$ cat src/rtl/multi_ch_timeout_mon_pkg.sv
// Shared defaults and types for the multi-channel timeout monitor.
// Channel count, counter widths and the late-flag mode live here so the top, interface and bench agree.
package health_mon_pkg;

   localparam int unsigned N_CH_DEFAULT        = 4;
   localparam int unsigned CNT_W_DEFAULT       = 14;
   localparam int unsigned MISS_W_DEFAULT      = 4;
   localparam int unsigned WARN_MARGIN_DEFAULT = 1000;

   // 10 s at a 1 kHz tick
   localparam logic [13:0] TEN_SEC_TICKS = 14'd10000;

   typedef enum logic {
      LATE_PULSE,
      LATE_STICKY
   } late_mode_e;

endpackage

$ cat src/rtl/multi_ch_timeout_mon_if.sv
// Control and status bundle of the timeout monitor.
// The master drives the strobes and the limit, and the slave (the monitor) returns the flags.
interface multi_ch_timeout_mon_if
   import health_mon_pkg::*;
#(
   parameter int unsigned N_CH   = N_CH_DEFAULT,
   parameter int unsigned CNT_W  = CNT_W_DEFAULT,
   parameter int unsigned MISS_W = MISS_W_DEFAULT
);

   logic                     tick;
   logic [N_CH-1:0]          enb;
   logic [N_CH-1:0]          kick;
   logic [N_CH-1:0]          clr_late;
   logic [CNT_W-1:0]         limit;
   logic [N_CH-1:0]          late;
   logic [N_CH-1:0]          warn;
   logic                     any_late;
   logic [N_CH*MISS_W-1:0]   miss_cnt;

   modport master (
      output tick, enb, kick, clr_late, limit,
      input  late, warn, any_late, miss_cnt
   );

   modport slave (
      input  tick, enb, kick, clr_late, limit,
      output late, warn, any_late, miss_cnt
   );

endinterface

$ cat src/rtl/multi_ch_timeout_mon_ch.sv
// One timeout channel: tick counter, late flag, early warning and saturating miss counter.
// Edge priority is !enb > kick > expiry > count > clr_late.
module timeout_ch
   import health_mon_pkg::*;
#(
   parameter int unsigned CNT_W       = CNT_W_DEFAULT,
   parameter int unsigned MISS_W      = MISS_W_DEFAULT,
   parameter int unsigned WARN_MARGIN = WARN_MARGIN_DEFAULT,
   parameter int unsigned STICKY      = 1
) (
   input  logic              clk,
   input  logic              rst,
   input  logic              tick,
   input  logic              enb,
   input  logic              kick,
   input  logic              clr_late,
   input  logic [CNT_W-1:0]  limit,
   output logic              late,
   output logic              warn,
   output logic [MISS_W-1:0] miss_cnt
);

   localparam late_mode_e       Mode    = (STICKY != 0) ? LATE_STICKY : LATE_PULSE;
   localparam logic [MISS_W-1:0] MissMax = '1;
   localparam logic [CNT_W:0]   Margin  = (CNT_W+1)'(WARN_MARGIN);

   logic [CNT_W-1:0]  count_q, count_d;
   logic              late_q, late_d;
   logic              warn_q, warn_d;
   logic [MISS_W-1:0] miss_q, miss_d;

   // One extra bit keeps limit-1 and limit-margin from wrapping
   logic [CNT_W:0] limit_ext, limit_m1, warn_thr;
   logic           active, expire;

   always_comb begin
      limit_ext = {1'b0, limit};
      limit_m1  = limit_ext - (CNT_W+1)'(1);
      warn_thr  = (limit_ext > Margin) ? (limit_ext - Margin) : '0;
      active    = tick && (limit != '0) && !((Mode == LATE_STICKY) && late_q);
      // >= so that lowering the limit below the running count expires on the next tick
      expire    = active && ({1'b0, count_q} >= limit_m1);

      count_d = count_q;
      late_d  = ((Mode == LATE_STICKY) && !clr_late) ? late_q : 1'b0;
      miss_d  = miss_q;

      if (!enb) begin
         count_d = '0;
         late_d  = 1'b0;
         miss_d  = '0;
      end else if (kick) begin
         count_d = '0;
         late_d  = 1'b0;
      end else if (expire) begin
         count_d = '0;
         late_d  = 1'b1;
         if (miss_q != MissMax) begin
            miss_d = miss_q + MISS_W'(1);
         end
      end else if (active) begin
         count_d = count_q + CNT_W'(1);
      end

      warn_d = enb && !kick && (limit != '0) && !late_d && ({1'b0, count_d} >= warn_thr);
   end

   always_ff @(posedge clk or negedge rst) begin
      if (!rst) begin
         count_q <= '0;
         late_q  <= 1'b0;
         warn_q  <= 1'b0;
         miss_q  <= '0;
      end else begin
         count_q <= count_d;
         late_q  <= late_d;
         warn_q  <= warn_d;
         miss_q  <= miss_d;
      end
   end

   assign late     = late_q;
   assign warn     = warn_q;
   assign miss_cnt = miss_q;

endmodule

$ cat src/rtl/multi_ch_timeout_mon.sv
// N-channel programmable timeout monitor: independent channels sharing tick and limit,
// plus a registered OR of all late flags.
module multi_ch_timeout_mon
   import health_mon_pkg::*;
#(
   parameter int unsigned N_CH        = N_CH_DEFAULT,
   parameter int unsigned CNT_W       = CNT_W_DEFAULT,
   parameter int unsigned MISS_W      = MISS_W_DEFAULT,
   parameter int unsigned WARN_MARGIN = WARN_MARGIN_DEFAULT,
   parameter int unsigned STICKY      = 1
) (
   input logic                   clk,
   input logic                   rst,
   multi_ch_timeout_mon_if.slave bus
);

   logic [N_CH-1:0]        late_vec;
   logic [N_CH-1:0]        warn_vec;
   logic [N_CH*MISS_W-1:0] miss_vec;
   logic                   any_late_q;

   for (genvar i = 0; i < N_CH; i++) begin : g_ch
      timeout_ch #(
         .CNT_W       (CNT_W),
         .MISS_W      (MISS_W),
         .WARN_MARGIN (WARN_MARGIN),
         .STICKY      (STICKY)
      ) u_ch (
         .clk      (clk),
         .rst      (rst),
         .tick     (bus.tick),
         .enb      (bus.enb[i]),
         .kick     (bus.kick[i]),
         .clr_late (bus.clr_late[i]),
         .limit    (bus.limit),
         .late     (late_vec[i]),
         .warn     (warn_vec[i]),
         .miss_cnt (miss_vec[i*MISS_W +: MISS_W])
      );
   end

   // Built from the late registers, so any_late trails late by one cycle
   always_ff @(posedge clk or negedge rst) begin
      if (!rst) begin
         any_late_q <= 1'b0;
      end else begin
         any_late_q <= |late_vec;
      end
   end

   assign bus.late     = late_vec;
   assign bus.warn     = warn_vec;
   assign bus.miss_cnt = miss_vec;
   assign bus.any_late = any_late_q;

endmodule

$ cat src/flat_wrapper.sv
// flat-port wrapper written by rule: the top's interface ports become plain ports
module multi_ch_timeout_mon_flat import health_mon_pkg::*;
#(
   parameter int unsigned N_CH        = N_CH_DEFAULT,
   parameter int unsigned CNT_W       = CNT_W_DEFAULT,
   parameter int unsigned MISS_W      = MISS_W_DEFAULT,
   parameter int unsigned WARN_MARGIN = WARN_MARGIN_DEFAULT,
   parameter int unsigned STICKY      = 1
)
  (clk, rst, bus_tick, bus_enb, bus_kick, bus_clr_late, bus_limit, bus_late, bus_warn, bus_any_late, bus_miss_cnt);
  multi_ch_timeout_mon_if #(.N_CH(N_CH), .CNT_W(CNT_W), .MISS_W(MISS_W)) bus_i ();
  input logic clk;
  input logic rst;
  input wire logic [$bits(bus_i.tick)-1:0] bus_tick;
  input wire logic [$bits(bus_i.enb)-1:0] bus_enb;
  input wire logic [$bits(bus_i.kick)-1:0] bus_kick;
  input wire logic [$bits(bus_i.clr_late)-1:0] bus_clr_late;
  input wire logic [$bits(bus_i.limit)-1:0] bus_limit;
  output wire logic [$bits(bus_i.late)-1:0] bus_late;
  output wire logic [$bits(bus_i.warn)-1:0] bus_warn;
  output wire logic [$bits(bus_i.any_late)-1:0] bus_any_late;
  output wire logic [$bits(bus_i.miss_cnt)-1:0] bus_miss_cnt;
  assign bus_i.tick = bus_tick;
  assign bus_i.enb = bus_enb;
  assign bus_i.kick = bus_kick;
  assign bus_i.clr_late = bus_clr_late;
  assign bus_i.limit = bus_limit;
  assign bus_late = bus_i.late;
  assign bus_warn = bus_i.warn;
  assign bus_any_late = bus_i.any_late;
  assign bus_miss_cnt = bus_i.miss_cnt;
  multi_ch_timeout_mon #(.N_CH(N_CH), .CNT_W(CNT_W), .MISS_W(MISS_W), .WARN_MARGIN(WARN_MARGIN), .STICKY(STICKY)) u_core (.clk(clk), .rst(rst), .bus(bus_i));
endmodule
$ cat config.mk
export PLATFORM = sky130hd
export DESIGN_NAME = multi_ch_timeout_mon_flat
export DESIGN_NICKNAME = d
export VERILOG_FILES = /design/src/rtl/multi_ch_timeout_mon_pkg.sv /design/src/rtl/multi_ch_timeout_mon_if.sv /design/src/rtl/multi_ch_timeout_mon_ch.sv /design/src/rtl/multi_ch_timeout_mon.sv /design/src/flat_wrapper.sv
export SDC_FILE = /design/constraint.sdc
export NUM_CORES = 1
export LEC_CHECK = 0
export CAP_MARGIN = 5
export CORE_MARGIN = 8
export CORE_UTILIZATION = 40
export CTS_CLUSTER_SIZE = 16
export DETAILED_ROUTE_END_ITERATION = 6
export PLACE_DENSITY_LB_ADDON = 0.15
export SYNTH_ARGS = -nofsm -noshare
export SYNTH_HDL_FRONTEND = slang
export SYNTH_HIERARCHICAL = 1
export SYNTH_SLANG_ARGS = --single-unit
$ cat constraint.sdc
create_clock -name clk -period 4.56 [get_ports clk]
set_input_delay 1.14 -clock clk [delete_from_list [all_inputs] [get_ports clk]]
set_output_delay 1.14 -clock clk [all_outputs]
set_load 0.02 [all_outputs]
=== Word level (Yosys, flattened, before mapping) ===
Cells that the tools add are included.

* Divide/modulo/power cells: 0
* Shift operators: 0
* $lt $le $gt $ge: 9
* Bitwise logic cells: 0
* Eq/ne operators: 16
* Reduce and logical (&&, ||, !) cells: 43
* Multiply operators: 0
* Add/sub/neg operators: 10
* Muxes and demuxes: 49

{| class="wikitable"
|+ Operators by type and width
! cell !! number
|-
| two-way mux 14 bit || 16
|-
| >= comparator 14 x 15 -> 1 bit || 8
|-
| two-way mux 4 bit || 16
|-
| adder 14 x 1 -> 14 bit, second input constant || 4
|-
| logical AND 1 bit || 25
|-
| adder 4 x 1 -> 4 bit, second input constant || 4
|-
| two-way mux 1 bit || 16
|-
| != test 2 x 1 -> 1 bit, second input constant || 8
|-
| != test 4 bit, second input constant || 4
|-
| two-way mux 15 bit || 1
|-
| subtractor 14 x 1 -> 15 bit, second input constant || 1
|-
| subtractor 14 x 10 -> 15 bit, second input constant || 1
|-
| > comparator 14 x 10 -> 1 bit, second input constant || 1
|-
| nonzero test 14 bit || 1
|-
| zero test 1 bit || 12
|-
| AND reduction 3 bit || 4
|-
| != test 2 bit, second input constant || 4
|-
| OR reduction 4 bit || 1
|}

* Memory bits (writable): 0
* Bits in read-only memories: 0
* Memories kept: 0
* Output and inout port bits: 25
* Latch bits: 0
* Bits in registers: 81

=== Logic depth before layout (Yosys ltp) ===
Gate-level depths: netlist of run 1.

* Depth after elaboration: 10
* Depth in mapped cells: 23
* Gate-level depth less buffers: 21

=== By module ===
The synthesis of run 1 kept the hierarchy.

{| class="wikitable"
|+ By module, submodules not included
! module !! area an instance (um^2) !! cells an instance !! seq. area each (um^2) !! instances
|-
| timeout_ch at u_core.g_ch[0].u_ch ... || 2139.6 || 254 || 500.5 || 3
|-
| timeout_ch at u_core.g_ch[1].u_ch || 2172.1 || 254 || 500.5 || 1
|-
| multi_ch_timeout_mon || 32.5 || 2 || 25.0 || 1
|}

=== Least setup slack after synthesis of run 1 ===
OpenSTA, ideal clock, no wires.

* Path kind: input port to flip-flop
* From: in bus_limit[0]
* To: reg u_core.g_ch[1].u_ch.warn_q
* Library setup time: 0.124 ns
* Path slack: -0.957 ns
* Path buffers: 3
* Arrival: 5.394 ns
* Stages: 22
* Path through: inv_1 > ha_1 > or3b_2 > clkbuf_1 > or3_1 > or3_1 > xor2_1 > ha_1 > and4_1 > a31oi_1 > o21ai_0 > o31ai_4 > nand2b_2 > buf_6 > buf_6 > nor2_1 > ha_1 > and4_1 > a221oi_1 > o21ai_0 > a41oi_1 > nor3_1

* Elaborated cells between the ends (all ways): 21
* Classes of those cells: add/sub: 2; order compare: 3; mux: 8; reduce/logical: 8

{| class="wikitable"
|+ RTL lines
! what !! line !! RTL
|-
| from (decl) || flat_wrapper.sv:18 || <nowiki>input wire logic [$bits(bus_i.limit)-1:0] bus_limit;</nowiki>
|-
| parallel branches: the longest is 4 deep, another holds subtractor 14 x 1 -> 15 bit || -- ||
|-
| two-way mux 14 bit * || multi_ch_timeout_mon_ch.sv:55 || <nowiki>end else if (expire) begin</nowiki>
|-
| two-way mux 14 bit * || multi_ch_timeout_mon_ch.sv:52 || <nowiki>end else if (kick) begin</nowiki>
|-
| two-way mux 14 bit * || multi_ch_timeout_mon_ch.sv:48 || <nowiki>if (!enb) begin</nowiki>
|-
| net u_core.g_ch[1].u_ch.count_d[9] || multi_ch_timeout_mon_ch.sv:27 || <nowiki>logic [CNT_W-1:0] count_q, count_d;</nowiki>
|-
| >= comparator 14 x 15 -> 1 bit * || multi_ch_timeout_mon_ch.sv:65 || <nowiki>warn_d = enb && !kick && (limit != '0) && !late_d && ({1'b0, count_d} >= warn_thr);</nowiki>
|-
| logical AND 1 bit * || multi_ch_timeout_mon_ch.sv:65 ||
|-
| net u_core.g_ch[1].u_ch.warn_d || multi_ch_timeout_mon_ch.sv:29 || <nowiki>logic warn_q, warn_d;</nowiki>
|-
| to (signal assigned) || multi_ch_timeout_mon_ch.sv:77 || <nowiki>warn_q <= warn_d;</nowiki>
|-
| to (decl) || multi_ch_timeout_mon_ch.sv:29 ||
|}

Mark *: on every way through the listed nets, which the timed path passes.
A chain may end at the register's enable or synchronous reset.

=== Worst setup path after layout of run 1 ===
Ends and elaborated chain as after synthesis.

==> metrics.md, run 1 <==
| Metric | Value |
|---|---|
| Sequential share of the synthesized area | a little under a quarter |
| Latest clock arrival within the worst-skew pair | 350 ps |
| Syn Area/Cell | ~8.5 um^2 |
| Layout cells sized above 1 | 30.5% |
| CTS tree | yes |
| Final nets | approximately 1400 |
| # setup viols final | 4 |
| Drt pass-1 iters | 4 |
| Critical path class | in -> reg |
| First-pass GRT wire length | 41.7 mm |
| Ys Warns | 6 |
| Final antenna-violating net count | 0 |
| Leak | around 5.5 nW |
| Post-DP HPWL | 20.6 mm |
| Area grow syn2layout | 41.9% |
| Worst EP arrival | 5080 ps |
| GRT Total Usage | 19.5% |
| Combinational family with the most area after synthesis | simple AND/OR/NAND/NOR gates |
| Worst Skew | 11.4 ps |
| Fin worst setup slack | -300 ps |
| RSZ-0062 raised after global routing | yes |
| Top FF cell, synth | dfrtp_1 |
| Largest net degree at the start of global routing | 66 |
| Avg Vias per Cell | 5.25 |
| Max_slew headroom | 39.7% |
| Max Clk Rate | between 0.2 and 0.25 GHz |
| EDFF count, synth | 0 |
| # H-tree levels | 3 |
| Routed len/inst | 16.8 um |
| Initial antenna violation count | 0 |
| Highest-delay cell along the critical path | or3b_4 |
| Die ar. | 26500 um^2 |
| DR vias | 8106 |
| ANT cells | 0 |
| Chip height | 163 um |
| Post-Synthesis Cells | 1018 |
| Cts-stage hold buffer count | 0 |
| Seq cells post-synth | 81 |
| CP Capture Type | flip-flop |
| Worst path depth | 20 |
| CP Max Fanout | 4 |
| Peak VDD IR | 0.198 mV |
| Adder-Cell Fraction of Synth Area | 19.2% |
| Placed insts | 1502 |
| Startpoint types | input port |
| Port bufs | 53 |
| Total gr overflow | 0 |
| Most used cell, CP | ha_1 |
| CTS clk-pin slew, worst paths | 70 ps |
| Hold path cells | 2 |
| Mux cell area share after synthesis | 2.21% |
| # rows | 53 |
| Critical Path Max Stage Delay | ~370 ps |
| Min Clock Period, post-route | 4860 ps |
| Final period util | 107% |
| CTS root buf | clkbuf_16 |
| Worst-Margin Slew | 904 ps |
| Violated checks | negative setup slack |
| Post-synthesis simple-gate area fraction | 27.1% |
| Num CTS Buffers | 9 |
| Io pins | 54 |
| Post-synth cell types | 60 |
| Synthesized net count | roughly 1200 |
| Post-Syn Area | roughly 8600 um^2 |
| Synth Area in Compound Gates | 11.7% |
| Req. time, crit path | 4780 ps |
| # DRC | 0 |
| Crit path buffers/inverters | 2 |
| Core area | 21100 um^2 |
| CTS sink cnt | 81 |
| DRT iter0 DRCs | 443 |
| Hold Fails Final Rpt | 0 |
| Hold Path Class | reg -> reg |
| Vias in the first global route | 8132 |
| Hold WS | 578 ps |
| Max Slew Vio Count | 0 |
| Power per cell area | approximately 170 nW/um^2 |
| Ys async rst share | 100% |
| Starting Density | 40.9% |
| Max-cap violations | 0 |
| CTS max path bufs | 2 |
| Status | finished with violations |
| Worst path top cell family by delay | simple AND/OR/NAND/NOR gates |
| Final std cells w/o fill | 1544 |
| Cells along the critical path | buf_4 > inv_8 > ha_4 > or3b_4 > or3_4 > or3_1 > xor2_1 > ha_1 > and4_1 > a31oi_1 > o21ai_1 > o31ai_4 > nand2b_4 > nor2_2 > ha_1 > and4_4 > a311oi_2 > o21bai_1 > a41oi_1 > nor3_1 |
| R2R depth | 14 |
| XOR/XNOR Fraction of Synth Area | 13.3% |
| Die W | 163 um |
| Overall Power | 2.11 mW |
| Placer Congestion | 0.870 |
| Drt total wl | 25.9 mm |
==> cell usage after synthesis (all sizes together) (5+ instances only) <==
library cell  count  area share, %
or2              11           0.80
a31oi             8           0.80
clkbuf           12           0.52
nor3             28            1.6
nand2b           35            2.6
ha              132             19
nor2b             5           0.36
and4             13            1.4
nand4            32            2.3
o21ai            44            2.6
mux2i            19            2.2
nor4             10            1.3
and3             20            1.5
inv              27            1.2
a21o              8           0.70
xnor2            67            6.8
nor3b            10           0.87
a21oi            32            1.9
o41ai             7           0.71
buf              20            1.4
dfrtp            81             24
xor2             64            6.5
nand2           116            5.0
or3               7           0.51
a211oi            8           0.70
nor2            117            5.1
nand3            37            2.1
==> cells in the final DEF (no fill, tap or decap), types with 19 or more instances in the layout <==
master and instances:
a21oi_1 25, and3_1 20, buf_4 187, clkdlybuf4s50_1 42, dfrtp_1 81, ha_1 116, mux2i_1 19, nand2_1 108
nand2b_1 34, nand3_1 35, nand4_1 32, nor2_1 87, o21ai_0 33, xnor2_1 66, xor2_1 63
==> power breakdown <==
| group | switching, mW | internal, mW |
|---|---|---|
| logic | 0.304 | 0.265 |
| clock network | 0.329 | 0.486 |
| registers | 0.00280 | 0.721 |
==> registers in the layout, summed over array words and instances (netlist names) <==
register and cells:
u_core/g_ch.u_ch/late 4, u_core/g_ch.u_ch/miss_cnt 16, u_core/g_ch.u_ch/warn 4, u_core/g_ch.u_ch/count_q 56
u_core/bus.any_late 1
==> per-stage QoR <==
stage / util, % / setup WS, ps / area (um^2) / setup TNS, ps
after floorplan: - / -594 / 9080 / -594
after global placement: 53.4 / -1270 / 11300 / -9310
after detailed placement: 53.4 / -1270 / 11300 / -9520
after CTS: 56.4 / -376 / 11900 / -1020
after global routing: 58.0 / -569 / 12200 / -1580
final: 58.0 / -300 / 12200 / -763
==> repair_timing <==
item / in CTS / in global routing
buffers inserted: 15 / 12
setup endpoints to repair: 7 / 4
pin swaps: 35 / 47
resized for setup: 67 / 72
cloned: 1 / 0
==> worst min-delay path, stage by stage (launching register included) <==
cell and delay, ps:
dfrtp_1 410, nand2_1 80, mux2i_1 60
==> final cells by class <==
type / count / area (um^2)
Clock inverter: 7 / 103
Clock buffer: 9 / 225
Sequential cell: 81 / 2030
Fill cell: 1904 / 8850
Inverter: 27 / 131
Tap cell: 275 / 344
Multi-Input combinational cell: 879 / 7080
Timing Repair Buffer: 266 / 2330
==> routing by layer <==
metal | vias to the layer above | share of wire, % | GRT usage [%]
li1 | 4131 | - | -
met3 | 27 | 3.2 | 2.35
met1 | 3833 | 48 | 26.2
met4 | 0 | 1.8 | 6.01
met2 | 115 | 47 | 32.3
met5 | - | 0 | 0
==> final timing paths <==
path | startpoint | endpoint | slack (ps)
min | u_core/g_ch[0].u_ch/miss_cnt[3] | u_core/g_ch[0].u_ch/miss_cnt[3] | 580
max in group asynchronous | rst | u_core/g_ch[3].u_ch/count_q[10] | 2870
max | bus_limit[0] | u_core/g_ch[1].u_ch/warn | -300
min reg2reg | u_core/g_ch[0].u_ch/miss_cnt[3] | u_core/g_ch[0].u_ch/miss_cnt[3] | 580
max reg2reg | u_core/g_ch[0].u_ch/count_q[2] | u_core/g_ch[0].u_ch/warn | 1090
min in group asynchronous | rst | u_core/g_ch[2].u_ch/count_q[3] | 910
==> cell families (layout without fill, tap and decap cells) <==
| kind of cell | count (synthesis) | count (layout) |
|---|---|---|
| simple gates | 456 | 457 |
| compound gates | 140 | 140 |
| fa+ha+maj | 132 | 132 |
| xor+xnor | 131 | 131 |
| flops | 81 | 81 |
| buf+inv | 59 | 309 |
| mux | 19 | 19 |
Note: power is estimated with default switching activity, not from simulation.
==> inputs of run 2 (changes only) <==
--- a/config.mk
+++ b/config.mk
@@ -11,6 +11,7 @@
 export CTS_CLUSTER_SIZE = 16
 export DETAILED_ROUTE_END_ITERATION = 6
 export PLACE_DENSITY_LB_ADDON = 0.15
+export SKIP_LAST_GASP = 1
 export SYNTH_ARGS = -nofsm -noshare
 export SYNTH_HDL_FRONTEND = slang
 export SYNTH_HIERARCHICAL = 1
==> metrics.md, run 2 (synthesized netlist as in run 1, its figures left out) <==
| Metric | Value |
|---|---|
| Status | finished with violations |
| Violated checks | negative setup slack |
| Max Slew Vio Count | 0 |
| Commonest non-fill, non-tap cell in the layout | buf_4 |
| Critical path class | in -> reg |
| Max Clk Rate | 0.206 GHz |
| Startpoint types | input port |
| Io pins | 54 |
| Hold path cells | 2 |
| Port bufs | between 50 and 60 |
| Final core occ | 57.9% |
| Req. time, crit path | 4780 ps |
| Core area | 21100 um^2 |
| Largest Register | u_core/g_ch.u_ch/count_q |
| Starting Density | between 40 and 50% |
| Drt pass-1 iters | 4 |
| Highest-delay cell along the critical path | or3b_4 |
| Hold Path Class | reg -> reg |
| Avg Vias per Cell | about 5.3 |
| Worst path depth | 20 |
| Most used cell, CP | ha_1 |
| Hold WS | 578 ps |
| RSZ-0062 raised after global routing | yes |
| # H-tree levels | 3 |
| Worst slack after detailed placement | -1270 ps |
| Worst Skew | 11.6 ps |
| Total gr overflow | 0 |
| Max_slew headroom | 40.0% |
| ANT cells | 0 |
| Peak VDD IR | a little under 0.2 mV |
| Largest register FFs | 56 |
| Fin worst setup slack | -302 ps |
| Layout cells sized above 1 | a little under a third |
| # DRC | 0 |
| Drt total wl | between 20 and 30 mm |
| Worst-Margin Slew | 900 ps |
| CP Max Fanout | 4 |
| Multi-input logic area | 7060 um^2 |
| Power per cell area | 172 nW/um^2 |
| Placed insts | approximately 1500 |
| Initial antenna violation count | 0 |
| Setup TNS | -768 ps |
| Chip height | 163 um |
| Reg area | 2030 um^2 |
| Vias in the first global route | slightly above 8000 |
| Largest net degree at the start of global routing | 66 |
| Min Clock Period, post-route | 4860 ps |
| CTS root buf | clkbuf_16 |
| Critical Path Max Stage Delay | 370 ps |
| Leak | 5.52 nW |
| Routed len/inst | 16.8 um |
| First-pass GRT wire length | 41.7 mm |
| Placed Area | 11300 um^2 |
| Final antenna-violating net count | 0 |
| CTS sink cnt | just over 80 |
| R2R depth | 14 |
| CTS tree | yes |
| # rows | 53 |
| Cells along the critical path | buf_4 > inv_8 > ha_4 > or3b_4 > or3_4 > or3_1 > xor2_1 > ha_1 > and4_1 > a31oi_1 > o21ai_1 > o31ai_4 > nand2b_4 > nor2_2 > ha_1 > and4_4 > a311oi_2 > o21bai_1 > a41oi_1 > nor3_1 |
| CP Capture Type | flip-flop |
| Commonest non-fill, non-tap cells in the layout | buf_4, ha_1, nand2_1 |
| GRT Total Usage | 19.5% |
| # fillers | 1912 |
| # setup viols final | 4 |
| Area grow syn2layout | 41.5% |
| Placer Congestion | 0.870 |
| Max-cap violations | 0 |
| CTS clk-pin slew, worst paths | ~70 ps |
| Worst path top cell family by delay | simple AND/OR/NAND/NOR gates |
| CTS max path bufs | 2 |
| Die ar. | 26500 um^2 |
| Hold Fails Final Rpt | 0 |
| Num CTS Buffers | 9 |
| Final std cells w/o fill | 1544 |
| Post-route design area | 12200 um^2 |
| Final period util | 107% |
| Worst EP arrival | 5080 ps |
| Die W | roughly 160 um |
| Latest clock arrival within the worst-skew pair | 350 ps |
| Crit path buffers/inverters | 2 |
| Final nets | 1425 |
| DRT iter0 DRCs | between 400 and 500 |
| Overall Power | 2.10 mW |
| Post-DP HPWL | 20.6 mm |
| DR vias | 8116 |
-- run 2: cell counts in the layout (fill, tap and decap cells not counted) --
No cell type changed its count.
-- run 2: what timing repair did --
action | 4_1_cts | 5_1_grt
setup buffers | 15 | 12
pin swaps | 35 | 48
hold buffers | 0 | 0
cloned | 1 | 0
gates resized for setup | 63 | 69
setup endpoints to repair | 7 | 4
-- run 2: worst paths after layout --
check / startpoint / to / slack [ps]
worst max-delay path: bus_limit[0] / u_core/g_ch[1].u_ch/warn / -300
worst min-delay path: u_core/g_ch[0].u_ch/miss_cnt[3] / u_core/g_ch[0].u_ch/miss_cnt[3] / 580
worst max register to register: u_core/g_ch[0].u_ch/count_q[2] / u_core/g_ch[0].u_ch/warn / 1080
worst min register to register: u_core/g_ch[0].u_ch/miss_cnt[3] / u_core/g_ch[0].u_ch/miss_cnt[3] / 580
max in group asynchronous: rst / u_core/g_ch[3].u_ch/count_q[10] / 2870
min in group asynchronous: rst / u_core/g_ch[2].u_ch/count_q[3] / 910
-- run 2: per-layer routing --
metal  global-route usage (%)  wire length (um)  vias to the layer above
met5                        0                 0                        -
met4                     6.01               461                        0
met3                     2.35               821                       27
met2                     32.3             12300                      116
met1                     26.1             12300                     3842
li1                         -                 -                     4131
-- run 2: worst min-delay path, delay by kind of cell, from the launching register on --
kind             cells  cell delay (ps)
flip-flops           1              410
multiplexers         1               60
AND/OR/NAND/NOR      1               80
-- run 2: layout make-up --
cell class | count | area share [%]
multi-input combinational | 879 | 57.9
timing repair buffer | 266 | 18.9
sequential | 81 | 16.6
tap | 275 | 2.82
clock buffer | 9 | 1.85
inverter | 27 | 1.08
clock inverter | 7 | 0.841
-- run 2: power breakdown --
part / switching [mW] / total, mW / internal, mW
combinational: 0.302 / 0.566 / 0.264
sequential: 0.00280 / 0.723 / 0.721
clock: 0.329 / 0.815 / 0.486
